==> config.mk <==
export PLATFORM = sky130hd
export DESIGN_NAME = branch_resolve_queue_flat
export DESIGN_NICKNAME = d
export VERILOG_FILES = /design/src/rtl/branch_resolve_queue_if.sv /design/src/rtl/branch_resolve_queue.sv /design/src/flat_wrapper.sv
export SDC_FILE = /design/constraint.sdc
export NUM_CORES = 1
export LEC_CHECK = 0
export BUFFER_PORTS_ARGS = -buffer_cell sky130_fd_sc_hd__buf_2
export CORE_MARGIN = 4
export CORE_UTILIZATION = 59
export DETAILED_ROUTE_END_ITERATION = 8
export GPL_TIMING_DRIVEN = 0
export HOLD_SLACK_MARGIN = 0.08
export PLACE_DENSITY = 0.9
export SYNTH_ARGS = -nofsm -noshare
export SYNTH_HDL_FRONTEND = slang
export SYNTH_SLANG_ARGS = --single-unit
==> constraint.sdc <==
create_clock -name clk -period 3.5 [get_ports clk]
set_input_delay 0.175 -clock clk [delete_from_list [all_inputs] [get_ports clk]]
set_output_delay 0.175 -clock clk [all_outputs]
set_load 0.1 [all_outputs]
==> src/rtl/branch_resolve_queue_if.sv <==
// Fetch/execute-facing handshake bundle for branch_resolve_queue; slave is the queue itself.
// master drives push/resolve/flush, slave returns occupancy and the predictor update strobe.
interface branch_resolve_queue_if #(
  parameter int PCWIDTH   = 32,
  parameter int LOG2DEPTH = 2
);
  logic                 push;
  logic [PCWIDTH-1:0]   push_pc;
  logic                 push_pred;
  logic                 resolve;
  logic                 resolve_taken;
  logic                 flush;
  logic                 full;
  logic                 empty;
  logic [LOG2DEPTH:0]   count;
  logic                 result_rdy;
  logic [PCWIDTH-1:0]   pc_result;
  logic                 result;
  logic                 mispredict;

  modport master (
    output push, push_pc, push_pred, resolve, resolve_taken, flush,
    input  full, empty, count, result_rdy, pc_result, result, mispredict
  );

  modport slave (
    input  push, push_pc, push_pred, resolve, resolve_taken, flush,
    output full, empty, count, result_rdy, pc_result, result, mispredict
  );
endinterface

==> src/rtl/branch_resolve_queue.sv <==
// In-order queue of predicted branches; retires head on resolve and emits a registered predictor update 1 cycle later.
// Full queue drops lone pushes (push+resolve still accepted); optional BRQ_STATS_EN adds update/mispredict counters.
module branch_resolve_queue #(
  parameter int PCWIDTH   = 32,
  parameter int DEPTH     = 4,
  parameter int LOG2DEPTH = 2
) (
  input  logic clk,
  input  logic reset,
  branch_resolve_queue_if.slave bus
`ifdef BRQ_STATS_EN
  ,
  output logic [31:0] stat_branches,
  output logic [31:0] stat_mispredicts
`endif
);

  localparam logic [LOG2DEPTH:0]   CNT_FULL = (LOG2DEPTH+1)'(DEPTH);
  localparam logic [LOG2DEPTH:0]   CNT_ONE  = (LOG2DEPTH+1)'(1);
  localparam logic [LOG2DEPTH-1:0] PTR_ONE  = LOG2DEPTH'(1);

  // Each entry packs {pc, pred}; storage is deliberately left unreset.
  logic [PCWIDTH:0]     mem [DEPTH];
  logic [PCWIDTH:0]     head;
  logic [LOG2DEPTH-1:0] wr_ptr;
  logic [LOG2DEPTH-1:0] rd_ptr;
  logic [LOG2DEPTH:0]   cnt;
  logic                 is_full;
  logic                 is_empty;
  logic                 do_resolve;
  logic                 do_push;

  assign is_full  = (cnt == CNT_FULL);
  assign is_empty = (cnt == '0);
  assign head     = mem[rd_ptr];

  // Resolve only sees entries present before this edge, so no push->resolve bypass.
  assign do_resolve = bus.resolve && !bus.flush && !is_empty;
  assign do_push    = bus.push && !bus.flush && (!is_full || do_resolve);

  assign bus.full  = is_full;
  assign bus.empty = is_empty;
  assign bus.count = cnt;

  always_ff @(posedge clk) begin
    if (do_push) begin
      mem[wr_ptr] <= {bus.push_pc, bus.push_pred};
    end
  end

  always_ff @(posedge clk) begin
    if (reset) begin
      wr_ptr <= '0;
      rd_ptr <= '0;
      cnt    <= '0;
    end else if (bus.flush) begin
      wr_ptr <= '0;
      rd_ptr <= '0;
      cnt    <= '0;
    end else begin
      if (do_push) begin
        wr_ptr <= wr_ptr + PTR_ONE;
      end
      if (do_resolve) begin
        rd_ptr <= rd_ptr + PTR_ONE;
      end
      if (do_push && !do_resolve) begin
        cnt <= cnt + CNT_ONE;
      end else if (do_resolve && !do_push) begin
        cnt <= cnt - CNT_ONE;
      end
    end
  end

  // pc_result/result hold their last update between strobes.
  always_ff @(posedge clk) begin
    if (reset) begin
      bus.result_rdy <= 1'b0;
      bus.mispredict <= 1'b0;
      bus.pc_result  <= '0;
      bus.result     <= 1'b0;
    end else begin
      bus.result_rdy <= do_resolve;
      bus.mispredict <= do_resolve && (head[0] ^ bus.resolve_taken);
      if (do_resolve) begin
        bus.pc_result <= head[PCWIDTH:1];
        bus.result    <= bus.resolve_taken;
      end
    end
  end

`ifdef BRQ_STATS_EN
  // Counted from the registered strobe; flush deliberately leaves these alone.
  always_ff @(posedge clk) begin
    if (reset) begin
      stat_branches    <= '0;
      stat_mispredicts <= '0;
    end else begin
      if (bus.result_rdy) begin
        stat_branches <= stat_branches + 32'd1;
      end
      if (bus.result_rdy && bus.mispredict) begin
        stat_mispredicts <= stat_mispredicts + 32'd1;
      end
    end
  end
`endif

endmodule

==> src/flat_wrapper.sv <==
// flat-port wrapper written by rule: the top's interface ports become plain ports
module branch_resolve_queue_flat 
#(
  parameter int PCWIDTH   = 32,
  parameter int DEPTH     = 4,
  parameter int LOG2DEPTH = 2
)
  (clk, reset, bus_push, bus_push_pc, bus_push_pred, bus_resolve, bus_resolve_taken, bus_flush, bus_full, bus_empty, bus_count, bus_result_rdy, bus_pc_result, bus_result, bus_mispredict);
  branch_resolve_queue_if #(.PCWIDTH(PCWIDTH), .LOG2DEPTH(LOG2DEPTH)) bus_i ();
  input  logic clk;
  input  logic reset;
  input wire logic [$bits(bus_i.push)-1:0] bus_push;
  input wire logic [$bits(bus_i.push_pc)-1:0] bus_push_pc;
  input wire logic [$bits(bus_i.push_pred)-1:0] bus_push_pred;
  input wire logic [$bits(bus_i.resolve)-1:0] bus_resolve;
  input wire logic [$bits(bus_i.resolve_taken)-1:0] bus_resolve_taken;
  input wire logic [$bits(bus_i.flush)-1:0] bus_flush;
  output wire logic [$bits(bus_i.full)-1:0] bus_full;
  output wire logic [$bits(bus_i.empty)-1:0] bus_empty;
  output wire logic [$bits(bus_i.count)-1:0] bus_count;
  output wire logic [$bits(bus_i.result_rdy)-1:0] bus_result_rdy;
  output wire logic [$bits(bus_i.pc_result)-1:0] bus_pc_result;
  output wire logic [$bits(bus_i.result)-1:0] bus_result;
  output wire logic [$bits(bus_i.mispredict)-1:0] bus_mispredict;
  assign bus_i.push = bus_push;
  assign bus_i.push_pc = bus_push_pc;
  assign bus_i.push_pred = bus_push_pred;
  assign bus_i.resolve = bus_resolve;
  assign bus_i.resolve_taken = bus_resolve_taken;
  assign bus_i.flush = bus_flush;
  assign bus_full = bus_i.full;
  assign bus_empty = bus_i.empty;
  assign bus_count = bus_i.count;
  assign bus_result_rdy = bus_i.result_rdy;
  assign bus_pc_result = bus_i.pc_result;
  assign bus_result = bus_i.result;
  assign bus_mispredict = bus_i.mispredict;
  branch_resolve_queue #(.PCWIDTH(PCWIDTH), .DEPTH(DEPTH), .LOG2DEPTH(LOG2DEPTH)) u_core (.clk(clk), .reset(reset), .bus(bus_i));
endmodule
==> summary.md, run 1 <==
| Metric | Value |
|---|---|
| Synth Area in Compound Gates | `6.02%` |
| Largest net degree at the start of global routing | `34` |
| Final net count | `just under 500` |
| CP startpoint kind | `register` |
| Placed cells | `522` |
| Pleak | `2.85 nW` |
| Asr flop ratio synth | `0%` |
| First-pass GRT wire length | `20100 um` |
| Worst setup path class | `reg -> reg` |
| CP Cell Sequence | `or4b_1 > clkbuf_2 > and2_4 > ha_1 > inv_1 > fa_1 > xor2_1 > or3_1 > a21oi_1` |
| Total Wirelength | `approximately 12000 um` |
| Post-synthesis sequential area ratio | `between 70% and 80%` |
| Top cells by count, synth | `edfxtp_1 (132), dfxtp_1 (44), mux4_2 (33)` |
| Vias in the first global route | `approximately 3800` |
| Yosys top cell by area | `edfxtp_1` |
| Unrepaired setup endpoints after global routing | `no` |
| CP endpoint kind | `register` |
| Final period util | `68.8%` |
| Final core occ | `about three quarters` |
| Top Metal Used | `met4` |
| Initial Utilization | `60.9%` |
| Worst Reg-to-Reg Cells | `9` |
| Hold/Removal Path Class | `in -> reg` |
| Multiplexer share of the synthesized area | `11.9%` |
| Clk root buf | `clkbuf_8` |
| Int Pwr | `about 3.4 mW` |
| Average size of a mapped cell | `approximately 20 um2` |
| Initial antenna violation count | `0` |
| PwrDens | `558 nW/um2` |
| Top cells by area, synth | `edfxtp_1 (63%), dfxtp_1 (14%), mux4_2 (12%)` |
| Worst Skew | `17.4 ps` |
| Clk pwr share | `40.7%` |
| Sw frac | `roughly 23%` |
| Library cells used by synthesis | `34` |
| Combinational share of power | `6.7%` |
| H-tree depth | `4` |
| CP max stage delay | `570 ps` |
| Netlist Area Pre-Place | `6320 um2` |
| Area of the core | `10400 um2` |
| Clock Tree Buf Depth | `2` |
| Switching pwr | `1.01 mW` |
| Hold_ws | `156 ps` |
| Maximum clock rate | `0.415 GHz` |
| Worst-margin pin slew | `943 ps` |
| Power Total | `4.37 mW` |
| Met3 wire length | `~880 um` |
| Die area | `about 12000 um2` |
| Clk slew on worst S/H paths | `about 70 ps` |
| # setup viols final | `0` |
| Number of synthesized register bits | `176` |
| Worst path arrival time | `2860 ps` |
| Routed vias | `3386` |
| Routed wl met2 | `6610 um` |
| Final min period | `between 2000 and 2500 ps` |
| Largest family of logic cells by synthesized area | `multiplexers` |
| Worst path slowest cell | `or4b_1` |
| Hold Path Depth | `4` |
| DR pass1 iterations | `5` |
| Share of the synthesized area in the top cell type | `between 60% and 70%` |
| Post-route antenna net violation count | `0` |
| Die Span Y | `111 um` |
| Fill cells | `approximately 600` |
| Seq. cell area | `4840 um2` |
| Synth Area in Adders | `roughly 1.3%` |
| CP Max Fanout | `9` |
| Residual DRC | `0` |
| Simple-gate share of the synthesized area | `1.96%` |
| Routed metal-1 wirelength | `4730 um` |
| Slew HR | `37.1%` |
| Grt ovf | `0` |
| Vias/cell | `about 5.7` |
| Rows | `37` |
| Net Count, Synth | `353` |
| Max-slew violation count | `0` |
| Area of the multi-input gates | `1380 um2` |
| Post-CTS resize count | `0` |
| Iteration-0 DRC count of the detailed router | `258` |
| Ys flop type | `edfxtp_1` |
| Max VDD drop | `~0.00034 V` |
| Final std cells w/o fill | `592` |
| CP Data Required Time | `3960 ps` |
| IO Port Bufs | `78` |
| Avg WL per Cell | `20.9 um` |
| ANT cells | `0` |
| Worst-Skew Late Latency | `520 ps` |
| Final Hold Viols | `0` |
| RD Place Congestion | `0.726` |
| Top Ports | `79` |
| Outcome | `finished, final reports clean` |
| Sequential Power Share | `52.6%` |
| Sink Count | `176` |
| Layout area overhead | `23.9%` |
| Fin Setup TNS | `0 ps` |
| CTS buffer count | `17` |
| Chip width | `approximately 110 um` |
| EDFF count, synth | `132` |
| HPWL after DPL | `7040 um` |
| Total of max-cap violations | `0` |
| Synth warnings | `0` |
| Gr usage total | `between 20% and 30%` |
| XOR/XNOR Fraction of Synth Area | `0.555%` |
| Post-Synthesis Cells | `roughly 300` |
| Share of cells above drive strength 1 | `35.7%` |
| CTS tree | `yes` |
| Most common cell in the netlist | `edfxtp_1` |
-- area by class of cell --
class / instances / share of cell area (%)
multi-input cells: 112 / 17.6
flip-flops and latches: 176 / 61.9
plain buffers: 16 / 1.04
repair buffers: 116 / 9.85
well taps: 136 / 2.17
clock buffers: 19 / 5.52
clock inverters: 13 / 1.68
inverters: 4 / 0.192
-- routing by layer --
layer  GRT usage (%)  vias up
li1                -     1535
met1            26.4     1699
met2            36.3      138
met3            5.60       14
met4            8.35        0
met5               0        -
-- layout by cell type, fill, tap and decap left out, types with 2 or more instances in the layout --
master / netlist / final
nand3_1: 2 / 2
dlygate4sd3_1: 0 / 38
and3_2: 4 / 4
clkinv_4: 0 / 5
buf_2: 10 / 88
nor2_1: 5 / 5
clkbuf_8: 0 / 2
inv_6: 0 / 2
clkinv_2: 0 / 2
inv_8: 0 / 2
inv_1: 4 / 4
or3_1: 2 / 2
edfxtp_1: 132 / 132
ha_1: 5 / 5
nor3_1: 2 / 2
clkbuf_1: 4 / 5
clkbuf_16: 0 / 16
a21oi_1: 5 / 5
o21ai_0: 3 / 3
dfxtp_1: 44 / 44
a22o_1: 32 / 32
xor2_1: 3 / 3
mux4_2: 33 / 33
-- power groups by stage --
stage          Clock [mW]  Combinational [mW]  Sequential, mW
5_1_grt              1.90               0.311            2.30
6_report             1.78               0.292            2.30
3_5_place_dp            0               0.258            2.34
4_1_cts              1.80               0.293            2.30
2_1_floorplan           0              0.0953            2.43
3_3_place_gp            0               0.248            2.34
-- worst paths after layout --
kind / start / endpoint / slack [ps]
hold / removal: bus_push / u_core.wr_ptr[0]$_SDFFE_PP0P_ / 160
hold reg to reg: u_core.bus.pc_result[25]$_SDFFE_PP0P_ / u_core.bus.pc_result[25]$_SDFFE_PP0P_ / 470
setup reg to reg: u_core.bus.count[0]$_SDFFE_PP0P_ / u_core.bus.count[2]$_SDFFE_PP0P_ / 1090
setup / recovery: u_core.bus.count[0]$_SDFFE_PP0P_ / u_core.bus.count[2]$_SDFFE_PP0P_ / 1090
-- logic make-up after synthesis --
kind of cell,count (synthesis)
flops,176
mux,34
xor+xnor,4
compound gates,47
buf+inv,20
fa+ha+maj,6
simple gates,21
-- metrics by stage --
stage / worst slack [ps] / area (um2)
floorplan: 371 / 6320
global placement: 1230 / 6880
detailed placement: 1160 / 6880
CTS: 1130 / 7830
global route: 966 / 7830
finish: 1090 / 7830
-- critical path, delay by kind of cell (launching register included) --
kind            cells  cell delay, ps
flops               1             420
compound gates      1             160
simple gates        3            1070
buf+inv             2             250
fa+ha+maj           2             380
xor+xnor            1              70
-- repair_timing --
action                     in CTS  in global routing
setup endpoints to repair       0                  0
buffers inserted                0                  0
hold buffers                   38                  0
hold endpoints to repair      137                  0
-- flip-flops by register name, indices dropped and copies added (netlist names), named ones only --
register / flops
u_core.bus.result: 1
u_core.bus.result_rdy: 1
u_core.rd_ptr: 2
u_core.wr_ptr: 2
u_core.mem: 132
u_core.bus.count: 3
u_core.bus.pc_result: 32
u_core.bus.mispredict: 1
No activity file was read; power rests on OpenSTA's default activity.
==> run 2, diff against run 1 <==
--- a/config.mk
+++ b/config.mk
@@ -7,11 +7,11 @@
 export LEC_CHECK = 0
 export BUFFER_PORTS_ARGS = -buffer_cell sky130_fd_sc_hd__buf_2
 export CORE_MARGIN = 4
-export CORE_UTILIZATION = 59
+export CORE_UTILIZATION = 57
 export DETAILED_ROUTE_END_ITERATION = 8
 export GPL_TIMING_DRIVEN = 0
 export HOLD_SLACK_MARGIN = 0.08
-export PLACE_DENSITY = 0.9
+export PLACE_DENSITY = 0.88
 export SYNTH_ARGS = -nofsm -noshare
 export SYNTH_HDL_FRONTEND = slang
 export SYNTH_SLANG_ARGS = --single-unit
==> constraint.sdc (replaced) <==
create_clock -name clk -period 2.4 [get_ports clk]
set_input_delay 0.12 -clock clk [delete_from_list [all_inputs] [get_ports clk]]
set_output_delay 0.12 -clock clk [all_outputs]
set_load 0.1 [all_outputs]
==> summary.md, run 2 (synthesis gave the netlist of run 1 again) <==
| Metric | Value |
|---|---|
| Outcome | `finished, final reports clean` |
| Layout area overhead | `24.3%` |
| Final Hold Viols | `0 (unchanged)` |
| Post-CTS resize count | `0 (unchanged)` |
| Worst-margin pin slew | `956 ps (+12.9 ps)` |
| CP bufs+invs | `2 (unchanged)` |
| Area of the core | `10800 um2 (+4.5%)` |
| Power Total | `6.33 mW (+45%)` |
| Gr usage total | `19.6% (-1.7 points)` |
| Final net count | `490 (+0.41%)` |
| HPWL after DPL | `6570 um (-6.7%)` |
| Max FFs per register | `132 (unchanged)` |
| Fin Setup TNS | `0 ps (unchanged)` |
| # setup viols final | `0 (unchanged)` |
| Max VDD drop | `0.000593 V (+76%)` |
| Max-slew violation count | `0 (unchanged)` |
| RD Place Congestion | `0.722 (-0.51%)` |
| ANT cells | `0 (unchanged)` |
| Placed Area | `6900 um2 (+0.31%)` |
| Final min period | `2300 ps (-113 ps)` |
| Die Span Y | `113 um (+1.6%)` |
| Pleak | `2.85 nW (about the same)` |
| Rows | `38 (+2.7%)` |
| CP max stage delay | `520 ps (-50 ps)` |
| Post-place setup slack | `122 ps (-1030 ps)` |
| IO Port Bufs | `78 (unchanged)` |
| CTS tree | `yes` |
| CP delay by family, top | `simple AND/OR/NAND/NOR gates` |
| Slew HR | `36.3% (-0.86 points)` |
| Commonest non-fill, non-tap cell in the layout | `edfxtp_1` |
| Worst path arrival time | `2750 ps (-110 ps)` |
| Iteration-0 DRC count of the detailed router | `155 (-40%)` |
| Initial Utilization | `58.3% (-2.6 points)` |
| Residual DRC | `0 (unchanged)` |
| Worst path slowest cell | `or4b_1` |
| Most frequent cells in the layout | `edfxtp_1 (132), buf_2 (88), dfxtp_1 (41)` |
| Avg WL per Cell | `19.5 um (-7.1%)` |
| Worst setup path class | `reg -> reg` |
| Post-route cell area | `7850 um2 (+0.30%)` |
| Placed cells | `526 (+0.77%)` |
| Grt ovf | `0 (unchanged)` |
| Int Pwr | `4.94 mW (+47%)` |
| CTS buffer count | `17 (unchanged)` |
| Routed vias | `3372 (-0.41%)` |
| Vias in the first global route | `3525 (-6.0%)` |
| Hold/Removal Path Class | `in -> reg` |
| Sw frac | `21.9% (-1.2 points)` |
| Hold_ws | `337 ps (+181 ps)` |
| Sink Count | `176 (unchanged)` |
| Sequential Power Share | `52.9% (+0.3 points)` |
| Final std cells w/o fill | `598 (+1.0%)` |
| Clk pwr share | `40.4% (-0.3 points)` |
| Fill cells | `661 (+9.6%)` |
| Share of cells above drive strength 1 | `35.4% (-0.37 points)` |
| PwrDens | `806 nW/um2 (+44%)` |
| First-pass GRT wire length | `18500 um (-8.0%)` |
| Initial antenna violation count | `0 (unchanged)` |
| Vias/cell | `5.64 (-1.4%)` |
| Unrepaired setup endpoints after global routing | `no` |
| Final period util | `95.6% (+27 points)` |
| Switching pwr | `1.38 mW (+37%)` |
| Total of max-cap violations | `0 (unchanged)` |
| CP Data Required Time | `2860 ps (-1100 ps)` |
| Maximum clock rate | `0.436 GHz (+4.9%)` |
| CP Cell Sequence | `or4b_1 > clkbuf_2 > and2_4 > ha_1 > inv_1 > fa_1 > xor2_1 > or3_1 > a21oi_1` |
| Worst-Skew Late Latency | `530 ps (about the same)` |
| Chip width | `113 um (+1.6%)` |
| Clock Tree Buf Depth | `2 (unchanged)` |
| Setup slack after layout | `105 ps (-987 ps)` |
| Clk root buf | `clkbuf_8` |
| Largest net degree at the start of global routing | `34 (unchanged)` |
| Worst Skew | `7.40 ps (-9.99 ps)` |
| Final core occ | `72.4% (-3.1 points)` |
| Combinational share of power | `6.7% (about the same)` |
| Clk slew on worst S/H paths | `60 ps (about the same)` |
| DR pass1 iterations | `4 (-1)` |
| Die area | `12800 um2 (+3.3%)` |
| CP Max Fanout | `9 (unchanged)` |
| Biggest register | `u_core.mem` |
| Post-route antenna net violation count | `0 (unchanged)` |
| CP endpoint kind | `register` |
| Total Wirelength | `11600 um (-6.2%)` |
| Post-CTS setup buffers | `0 (unchanged)` |
| Top Ports | `79 (unchanged)` |
| H-tree depth | `4 (unchanged)` |
| CP startpoint kind | `register` |
| Hold_buf cts | `40 (+5.3%)` |
==> run 2: power groups by stage <==
| stage | combinational [mW] | clock [mW] | sequential [mW] |
|---|---|---|---|
| 6_report | 0.426 | 2.55 | 3.35 |
| 5_1_grt | 0.452 | 2.72 | 3.35 |
| 4_1_cts | 0.427 | 2.59 | 3.35 |
| 3_5_place_dp | 0.374 | 0 | 3.41 |
| 3_3_place_gp | 0.363 | 0 | 3.41 |
| 2_1_floorplan | 0.139 | 0 | 3.54 |
==> run 2: worst reg2reg max path, delay by kind of cell (launching register included) <==
| kind | cells | cell delay [ps] |
|---|---|---|
| simple gates | 3 | 1010 |
| buf+inv | 2 | 240 |
| xor+xnor | 1 | 70 |
| flops | 1 | 380 |
| fa+ha+maj | 2 | 380 |
| compound gates | 1 | 140 |
==> run 2: per-layer routing <==
layer,share of wire [%],vias up,track usage [%]
met5,0,-,0
met4,2.1,0,10.0
met3,5.7,16,4.92
met2,51,96,32.2
met1,41,1725,24.3
li1,-,1535,-
==> run 2: worst paths after layout <==
check                                                             end                                   from  cells past startpoint  slack (ps)
worst max-delay path                 u_core.bus.count[2]$_SDFFE_PP0P_       u_core.bus.count[0]$_SDFFE_PP0P_                      9         100
worst min-delay path                      u_core.mem[2][22]$_DFFE_PP_                        bus_push_pc[21]                      2         340
worst max register to register       u_core.bus.count[2]$_SDFFE_PP0P_       u_core.bus.count[0]$_SDFFE_PP0P_                      9         100
worst min register to register  u_core.bus.pc_result[29]$_SDFFE_PP0P_  u_core.bus.pc_result[29]$_SDFFE_PP0P_                      1         470
==> run 2: layout make-up <==
type                            instances  area (um2)  area share (%)
Timing Repair Buffer                  118         791            10.1
Multi-Input combinational cell        112        1390            17.6
Clock inverter                         11         116            1.48
Buffer                                 16        81.3            1.04
Tap cell                              140         175            2.23
Sequential cell                       176        4860            61.9
Clock buffer                           21         429            5.47
Inverter                                4        15.0           0.191
